`config.mk`:
```
export PLATFORM = sky130hd
export DESIGN_NAME = instr_decode_stage
export DESIGN_NICKNAME = d
export VERILOG_FILES = /design/src/rtl/instr_decode_stage.sv
export SDC_FILE = /design/constraint.sdc
export NUM_CORES = 1
export LEC_CHECK = 0
export BUFFER_PORTS_ARGS = -buffer_cell sky130_fd_sc_hd__buf_2
export CAP_MARGIN = 40
export CORE_UTILIZATION = 55
export CTS_BUF_LIST = sky130_fd_sc_hd__clkbuf_2 sky130_fd_sc_hd__clkbuf_4 sky130_fd_sc_hd__clkbuf_8
export DETAILED_ROUTE_END_ITERATION = 10
export PLACE_DENSITY = 0.82
export SYNTH_ARGS = -nofsm -noshare
export SYNTH_HDL_FRONTEND = slang
export SYNTH_SLANG_ARGS = --single-unit
```
`constraint.sdc`:
```
create_clock -name clk -period 4 [get_ports clk]
set_input_delay 0.8 -clock clk [delete_from_list [all_inputs] [get_ports clk]]
set_output_delay 0.8 -clock clk [all_outputs]
set_load 0.02 [all_outputs]
```
`src/rtl/instr_decode_stage.sv`:
```
// Decode stage: splits fetched instructions into fields and queues them in a 2-entry FIFO.
// Unconditional jumps redirect fetch and squash the following delay beat.
module instr_decode_stage #(
   parameter int          ADDR_WIDTH = 8,
   parameter int          DATA_WIDTH = 32,
   parameter logic [5:0]  JMP_OPCODE = 6'h3F
) (
   input  logic                  clk,
   input  logic                  reset,
   input  logic                  flush,
   input  logic [ADDR_WIDTH-1:0] pc_in,
   input  logic [DATA_WIDTH-1:0] instr_in,
   input  logic                  in_valid,
   output logic                  in_ready,
   output logic                  out_valid,
   input  logic                  out_ready,
   output logic [ADDR_WIDTH-1:0] pc_out,
   output logic [5:0]            opcode,
   output logic [4:0]            rd,
   output logic [4:0]            rs1,
   output logic [4:0]            rs2,
   output logic [15:0]           imm,
   output logic                  branch_en,
   output logic [ADDR_WIDTH-1:0] branch_addr,
   output logic [15:0]           issue_count
);

   typedef enum logic {RUN, SQUASH} state_t;

   typedef struct packed {
      logic [ADDR_WIDTH-1:0] pc;
      logic [5:0]            opcode;
      logic [4:0]            rd;
      logic [4:0]            rs1;
      logic [4:0]            rs2;
      logic [15:0]           imm;
   } entry_t;

   state_t     state_q, state_d;
   entry_t     head_q, tail_q, new_entry;
   logic [1:0] count_q;
   logic       in_hs, out_hs, is_jump, push, take_branch;

   assign in_ready  = (count_q < 2'd2) && !flush;
   assign out_valid = (count_q != 2'd0);
   assign in_hs     = in_valid && in_ready;
   assign out_hs    = out_valid && out_ready;
   assign is_jump   = (instr_in[31:26] == JMP_OPCODE);

   assign new_entry.pc     = pc_in;
   assign new_entry.opcode = instr_in[31:26];
   assign new_entry.rd     = instr_in[25:21];
   assign new_entry.rs1    = instr_in[20:16];
   assign new_entry.rs2    = instr_in[15:11];
   assign new_entry.imm    = instr_in[15:0];

   assign pc_out = head_q.pc;
   assign opcode = head_q.opcode;
   assign rd     = head_q.rd;
   assign rs1    = head_q.rs1;
   assign rs2    = head_q.rs2;
   assign imm    = head_q.imm;

   always_comb begin
      state_d     = state_q;
      push        = 1'b0;
      take_branch = 1'b0;
      if (flush) begin
         state_d = RUN;
      end else begin
         case (state_q)
            RUN: begin
               if (in_hs) begin
                  if (is_jump) begin
                     take_branch = 1'b1;
                     state_d     = SQUASH;
                  end else begin
                     push = 1'b1;
                  end
               end
            end
            SQUASH: begin
               if (in_hs) state_d = RUN;
            end
            default: state_d = RUN;
         endcase
      end
   end

   always_ff @(posedge clk or posedge reset) begin
      if (reset) state_q <= RUN;
      else       state_q <= state_d;
   end

   always_ff @(posedge clk or posedge reset) begin
      if (reset) begin
         count_q     <= '0;
         head_q      <= '0;
         tail_q      <= '0;
         branch_en   <= 1'b0;
         branch_addr <= '0;
         issue_count <= '0;
      end else if (flush) begin
         count_q   <= '0;
         branch_en <= 1'b0;
      end else begin
         branch_en <= take_branch;
         if (take_branch) branch_addr <= instr_in[ADDR_WIDTH-1:0];
         if (out_hs) issue_count <= issue_count + 16'd1;
         case ({push, out_hs})
            2'b10: begin
               if (count_q == 2'd0) begin
                  head_q  <= new_entry;
                  count_q <= 2'd1;
               end else begin
                  tail_q  <= new_entry;
                  count_q <= 2'd2;
               end
            end
            2'b01: begin
               head_q  <= tail_q;
               count_q <= count_q - 2'd1;
            end
            // push needs count<2 and pop needs count>0, so count is 1 here
            2'b11: head_q <= new_entry;
            default: ;
         endcase
      end
   end

endmodule

```
# After elaboration in Yosys (flattened, before gate mapping)
# Index checks and enable logic that the tools add are counted.
[word_totals]
regBits = 118
inputBits = 45
out_inout_bits = 72
[classes]
addsub = 2
order_cmp = 1
eq_ne = 5
mux = 17
bitwise_logic = 3
n_reduce_logical = 12
[op_table]
columns = ["op", "count"]
rows = [
  ["$pmux W45 S3", 1],
  ["$mux W45", 1],
  ["$add A16 B1 Y16 const B", 1],
  ["$mux W1", 11],
  ["$eq A6 B6 Y1 const B", 1],
  ["$reduce_and A3 Y1", 2],
  ["$reduce_bool A3 Y1", 2],
  ["$eq A2 B2 Y1 const B", 2],
  ["$mux W2", 2],
  ["$pmux W2 S2", 1],
  ["$reduce_and A2 Y1", 2],
  ["$logic_and A1 B1 Y1", 3],
  ["$not A1 Y1", 3],
  ["$eq A2 B1 Y1 const B", 1],
  ["$logic_not A2 Y1", 1],
  ["$lt A2 B2 Y1 const B", 1],
  ["$ne A2 B2 Y1 const B", 1],
  ["$pmux W1 S2", 1],
  ["$reduce_bool A2 Y1", 1],
  ["$sub A2 B1 Y2 const B", 1],
  ["$logic_not A1 Y1", 1],
]

# Depth between registers and ports, before layout
[logic_depth]
word_depth = 9
ltp_mapped = 7

# Least setup slack after synthesis
# No wires, ideal clock.
[synth_path]
path_kind = "input to register"
start = "input port flush"
end = "register tail_q[0] in the netlist's numbering"
setup_time_ns = 0.127
arrival_time_ns = 2.117
path_slack_ns = 1.756
stages = 6
cell_sequence = "nor4b_2 -> o21ai_2 -> or3_1 -> buf_2 -> buf_6 -> mux2_1"
[synth_between]
elab_chain_len = 8
elab_cells_between_ends = 9
[synth_rtl]
columns = ["item", "line_no", "text"]
rows = [
  ["from (decl)", "10", "input logic flush,"],
  ["$logic_not A1 Y1", "44", "assign in_ready = (count_q < 2'd2) && !flush;"],
  ["$logic_and A1 B1 Y1", "44", ""],
  ["$logic_and A1 B1 Y1", "46", "assign in_hs = in_valid && in_ready;"],
  ["$mux W1", "73", "if (in_hs) begin"],
  ["$mux W1", "71", "case (state_q)"],
  ["$mux W1", "68", "if (flush) begin"],
  ["$eq A2 B2 Y1", "110", "case ({push, out_hs})"],
  ["$reduce_and A3 Y1 (no source line) *", "-", ""],
  ["to (signal assigned)", "116", "tail_q <= new_entry;"],
  ["to (decl)", "40", "entry_t head_q, tail_q, new_entry;"],
]
# Every way passes the cells marked *; elsewhere a longest branch is shown, timed or not.
# A chain may end at the register's enable or synchronous reset.

# Worst setup path in the final report
[layout_path]
start = "register count_q[1]"
end = "register head_q (netlist bit opcode[2])"
[layout_between]
elab_chain_len = 9
elab_cells_between_ends = 16
[layout_rtl]
columns = ["item", "line_no", "text"]
rows = [
  ["from (decl)", "41", "logic [1:0] count_q;"],
  ["from (signal assigned)", "122", "count_q <= count_q - 2'd1;"],
  ["$lt A2 B2 Y1", "44", ""],
  ["$logic_and A1 B1 Y1", "44", ""],
  ["$logic_and A1 B1 Y1", "46", ""],
  ["$mux W1", "73", ""],
  ["$mux W1", "71", ""],
  ["$mux W1", "68", ""],
  ["$eq A2 B2 Y1 / $eq A2 B1 Y1 (equally long branches)", "110", ""],
  ["$ne A2 B2 Y1 (no source line) / $reduce_bool A3 Y1 (equally long branches)", "-", ""],
  ["$reduce_and A3 Y1 (no source line)", "-", ""],
  ["to (signal assigned)", "113", "head_q <= new_entry;"],
  ["to (signal assigned)", "121", "head_q <= tail_q;"],
  ["to (signal assigned)", "125", "2'b11: head_q <= new_entry;"],
  ["to (decl)", "40", ""],
]
# Several ways; a longest one is shown, not always the timed one.

==> impl_metrics.py <==
metrics = {
    "worst_setup_path": {
        "reg2reg_depth": 7,
        "max_stage_delay_ns": 0.62,
        "crit_arrival_ns": 3.17,
        "critPathKind": "reg2reg",
        "cp_max_fo": 23,
        "start_kind": "flip-flop",
        "worstPathCellList": "inv_1 > ha_1 > nand2b_1 > o22ai_4 > buf_4 > mux2_2 > mux2_2",
        "ff2ff_setup_slack_ns": 1.07,
        "rr_endpoint": "opcode[2]",
        "cpMostUsedCell": "mux2_2",
        "cp_slowest_cell": "o22ai_4",
        "timing.rr.start": "count_q[1]",
        "cp-end-kind": "flip-flop",
        "critPathTopFamily": "multiplexers",
        "worst_ep_required_time_ns": 4.25,
        "cp_num_buf_inv": 2,
    },
    "synth": {
        "synth.distinct_cells": 32,
        "synthMuxAreaShare_pct": 30.4,
        "synth-seq-area-share_pct": 56.6,
        "yosys.area_share.simple_pct": 4.85,
        "synth_compound_area_share_pct": 1.49,
        "yosys.area.top_type": "dfrtp_1",
        "ys_ff_latch": 108,
        "synth_top_family_by_area": "multiplexers",
        "synth_area_leaders": "dfrtp_1 57%, mux2_2 19%, mux2_1 11%, xnor2_1 1.8%, buf_2 0.94%",
        "synth_top_area_share_pct": 56.6,
        "synthCells": 328,
        "synthXorXnorAreaFrac_pct": 2.75,
        "syn_nets": 375,
        "syn_area_sq_mm": 0.00477,
        "synth_fa_ha_area_share_pct": 0.524,
        "avgSynthCellArea_sq_um": 14.5,
        "yosysWarnings": 0,
    },
    "global_routing": {
        "grt_pass1_wl_um": 14400,
        "grt.overflow.total": 0,
        "grt_use_total_pct": 21.0,
        "grt_pass1_vias": 3089,
        "antenna_found_initial": 0,
        "grt_max_degree": 47,
    },
    "clock_network": {
        "root_buffer": "clkbuf_8",
        "cts_tree": "yes",
        "cts_resized": 0,
        "cts_buffers": 9,
        "cts_num_sinks": 108,
        "path_clk_slew_ns": 0.10,
        "cts.htree.levels": 3,
        "cts_buffer_depth": 2,
        "insertion_delay_ns": 0.37,
        "holdBufCountCts": 0,
        "post_cts_buffers": 0,
    },
    "pwr": {
        "ir_drop_mv": 0.328,
        "p_leak_nw": 2.68,
        "powerDensity_mw_per_mm2": 660,
    },
    "die": {
        "die_h_um": 95.1,
        "coreArea_sq_mm": 0.00830,
        "initial_core_util_pct": 57.5,
        "dieArea_sq_mm": 0.00905,
        "num_io_pins": 117,
        "chipWidth_um": 95.1,
        "num_rows": 33,
    },
    "routing": {
        "vias": 2951,
        "postRouteAntennaNets": 0,
        "route.detailed.vias_per_inst": 5.37,
        "drc": 0,
        "route.final.wire_length_um": 8810,
        "drt_iter0_markers": 68,
        "avgRoutedWirePerCell_um": 16.0,
        "drtPass1Iterations": 4,
    },
    "sta": {
        "final-hold-violation-count": 0,
        "worst_slack_ns": 1.07,
        "clock.fmax_ghz": 0.342,
        "worst_pin_slew_ns": 0.718,
        "min_period_over_period_pct": 73.2,
        "finalSetupTns_ns": 0,
        "whs_ns": 0.485,
        "fin_crit_ns": 2.93,
        "finalClockSkew_ns": 0.0120,
        "rsz0062_at_grt": "false",
        "relSlewSlack_pct": 52.1,
        "setup_viol": 0,
        "drv_slew": 0,
    },
    "layout": {
        "multi_input_area_sq_mm": 0.00194,
        "nFillCells": 618,
        "synthToLayoutAreaGrowth_pct": 18.0,
        "fin_area_sq_mm": 0.00563,
        "antenna-diode-count": 0,
        "nets": 488,
        "drive_above_1_share_pct": 51.2,
        "regArea_sq_mm": 0.00270,
    },
    "worst_hold_path": {
        "hold_class": "reg2reg",
        "whs_endpoint": "issue_count[15]",
        "min_from": "issue_count[15]",
        "holdPathStages": 1,
    },
    "run_status": {
        "outcome": "finished, final reports clean",
    },
    "job": {
        "cap_violations": 0,
    },
    "place": {
        "dp_slack_ns": 0.872,
        "dp_hpwl_um": 6260,
        "place_congestion": 0.776,
        "io_buffers": 116,
        "placed_cell_area_sq_mm": 0.00547,
    },
}
==> layout by cell type, fill, tap and decap left out, drive strengths merged, types with 3 or more instances in the layout <==
cell type | netlist | final
mux2 | 129 | 129
xor2 | 5 | 5
nand2 | 9 | 9
a21oi | 3 | 3
nor4 | 3 | 3
dfrtp | 108 | 108
xnor2 | 10 | 10
clkinvlp | 0 | 3
nand3 | 4 | 4
nand4 | 5 | 5
inv | 7 | 7
buf | 18 | 121
nor2 | 5 | 5
o22ai | 4 | 4
clkbuf | 1 | 11
==> registers in the layout (all words and copies together), names as in the netlist <==
| register | cells |
|---|---|
| rs2 | 5 |
| rd | 5 |
| imm | 11 |
| branch_addr | 8 |
| branch_en | 1 |
| rs1 | 5 |
| state_q | 1 |
| count_q | 2 |
| issue_count | 16 |
| tail_q | 40 |
| pc_out | 8 |
| opcode | 6 |
==> area by class of cell <==
| cell class | count | share of cell area (%) |
|---|---|---|
| Clock buffer | 11 | 2.47 |
| Multi-Input combinational cell | 194 | 34.5 |
| Inverter | 7 | 0.511 |
| Tap cell | 105 | 2.33 |
| Sequential cell | 108 | 48.0 |
| Timing Repair Buffer | 121 | 11.8 |
| Clock inverter | 4 | 0.489 |
==> report_power, final <==
| part | switching (mW) | total, mW | leakage (nW) | internal [mW] |
|---|---|---|---|---|
| logic | 0.727 | 1.36 | 1.25 | 0.635 |
| clock network | 0.357 | 0.594 | 0.0783 | 0.236 |
| registers | 0.235 | 1.76 | 1.35 | 1.53 |
==> per-stage QoR <==
step	utilization [%]	instances	power [mW]
2_1_floorplan	-	328	2.72
3_3_place_gp	65.3	533	3.09
3_5_place_dp	65.9	535	3.17
4_1_cts	67.9	550	3.76
5_1_grt	67.9	550	3.94
6_report	67.9	550	3.72
==> how the worst max path moves through the flow <==
stage                     startpoint        endpoint  slack (ns)  cells after the start
after floorplan                reset  branch_addr[0]        0.35                      1
after global placement         flush      tail_q[23]        0.89                      5
after detailed placement       flush      tail_q[27]        0.87                      6
after CTS                 count_q[1]       opcode[2]        1.03                      7
after global routing      count_q[1]       opcode[2]        0.89                      7
final                     count_q[1]       opcode[2]        1.07                      7
==> routing by layer <==
metal	wire (um)	track usage, %	vias to the layer above	share of wire (%)
li1	-	-	1389	-
met1	3980	26.5	1475	45
met2	4230	34.2	78	48
met3	481	5.74	9	5.5
met4	120	8.08	0	1.4
met5	0	0	-	0
==> logic make-up after synthesis <==
family	count (synthesis)
buffers and inverters	26
XOR/XNOR	15
AO/OA/AOI/OAI	11
multiplexers	129
adder cells (fa/ha/maj)	2
AND/OR/NAND/NOR	37
flip-flops	108
==> synthesized netlist by cell type (all sizes together) <==
cell / instances
nand4b: 1
and3: 1
inv: 7
o21ai: 2
a221oi: 1
o22ai: 4
a21oi: 3
buf: 18
xor2: 5
nor2: 5
ha: 2
nor4: 3
nor4b: 1
nand2: 9
and4: 1
dfrtp: 108
nand4bb: 1
nand2b: 2
mux2: 129
or2: 2
xnor2: 10
or3: 2
a2bb2oi: 1
nand3: 4
clkbuf: 1
nand4: 5
Note: power is estimated with default switching activity, not from simulation.
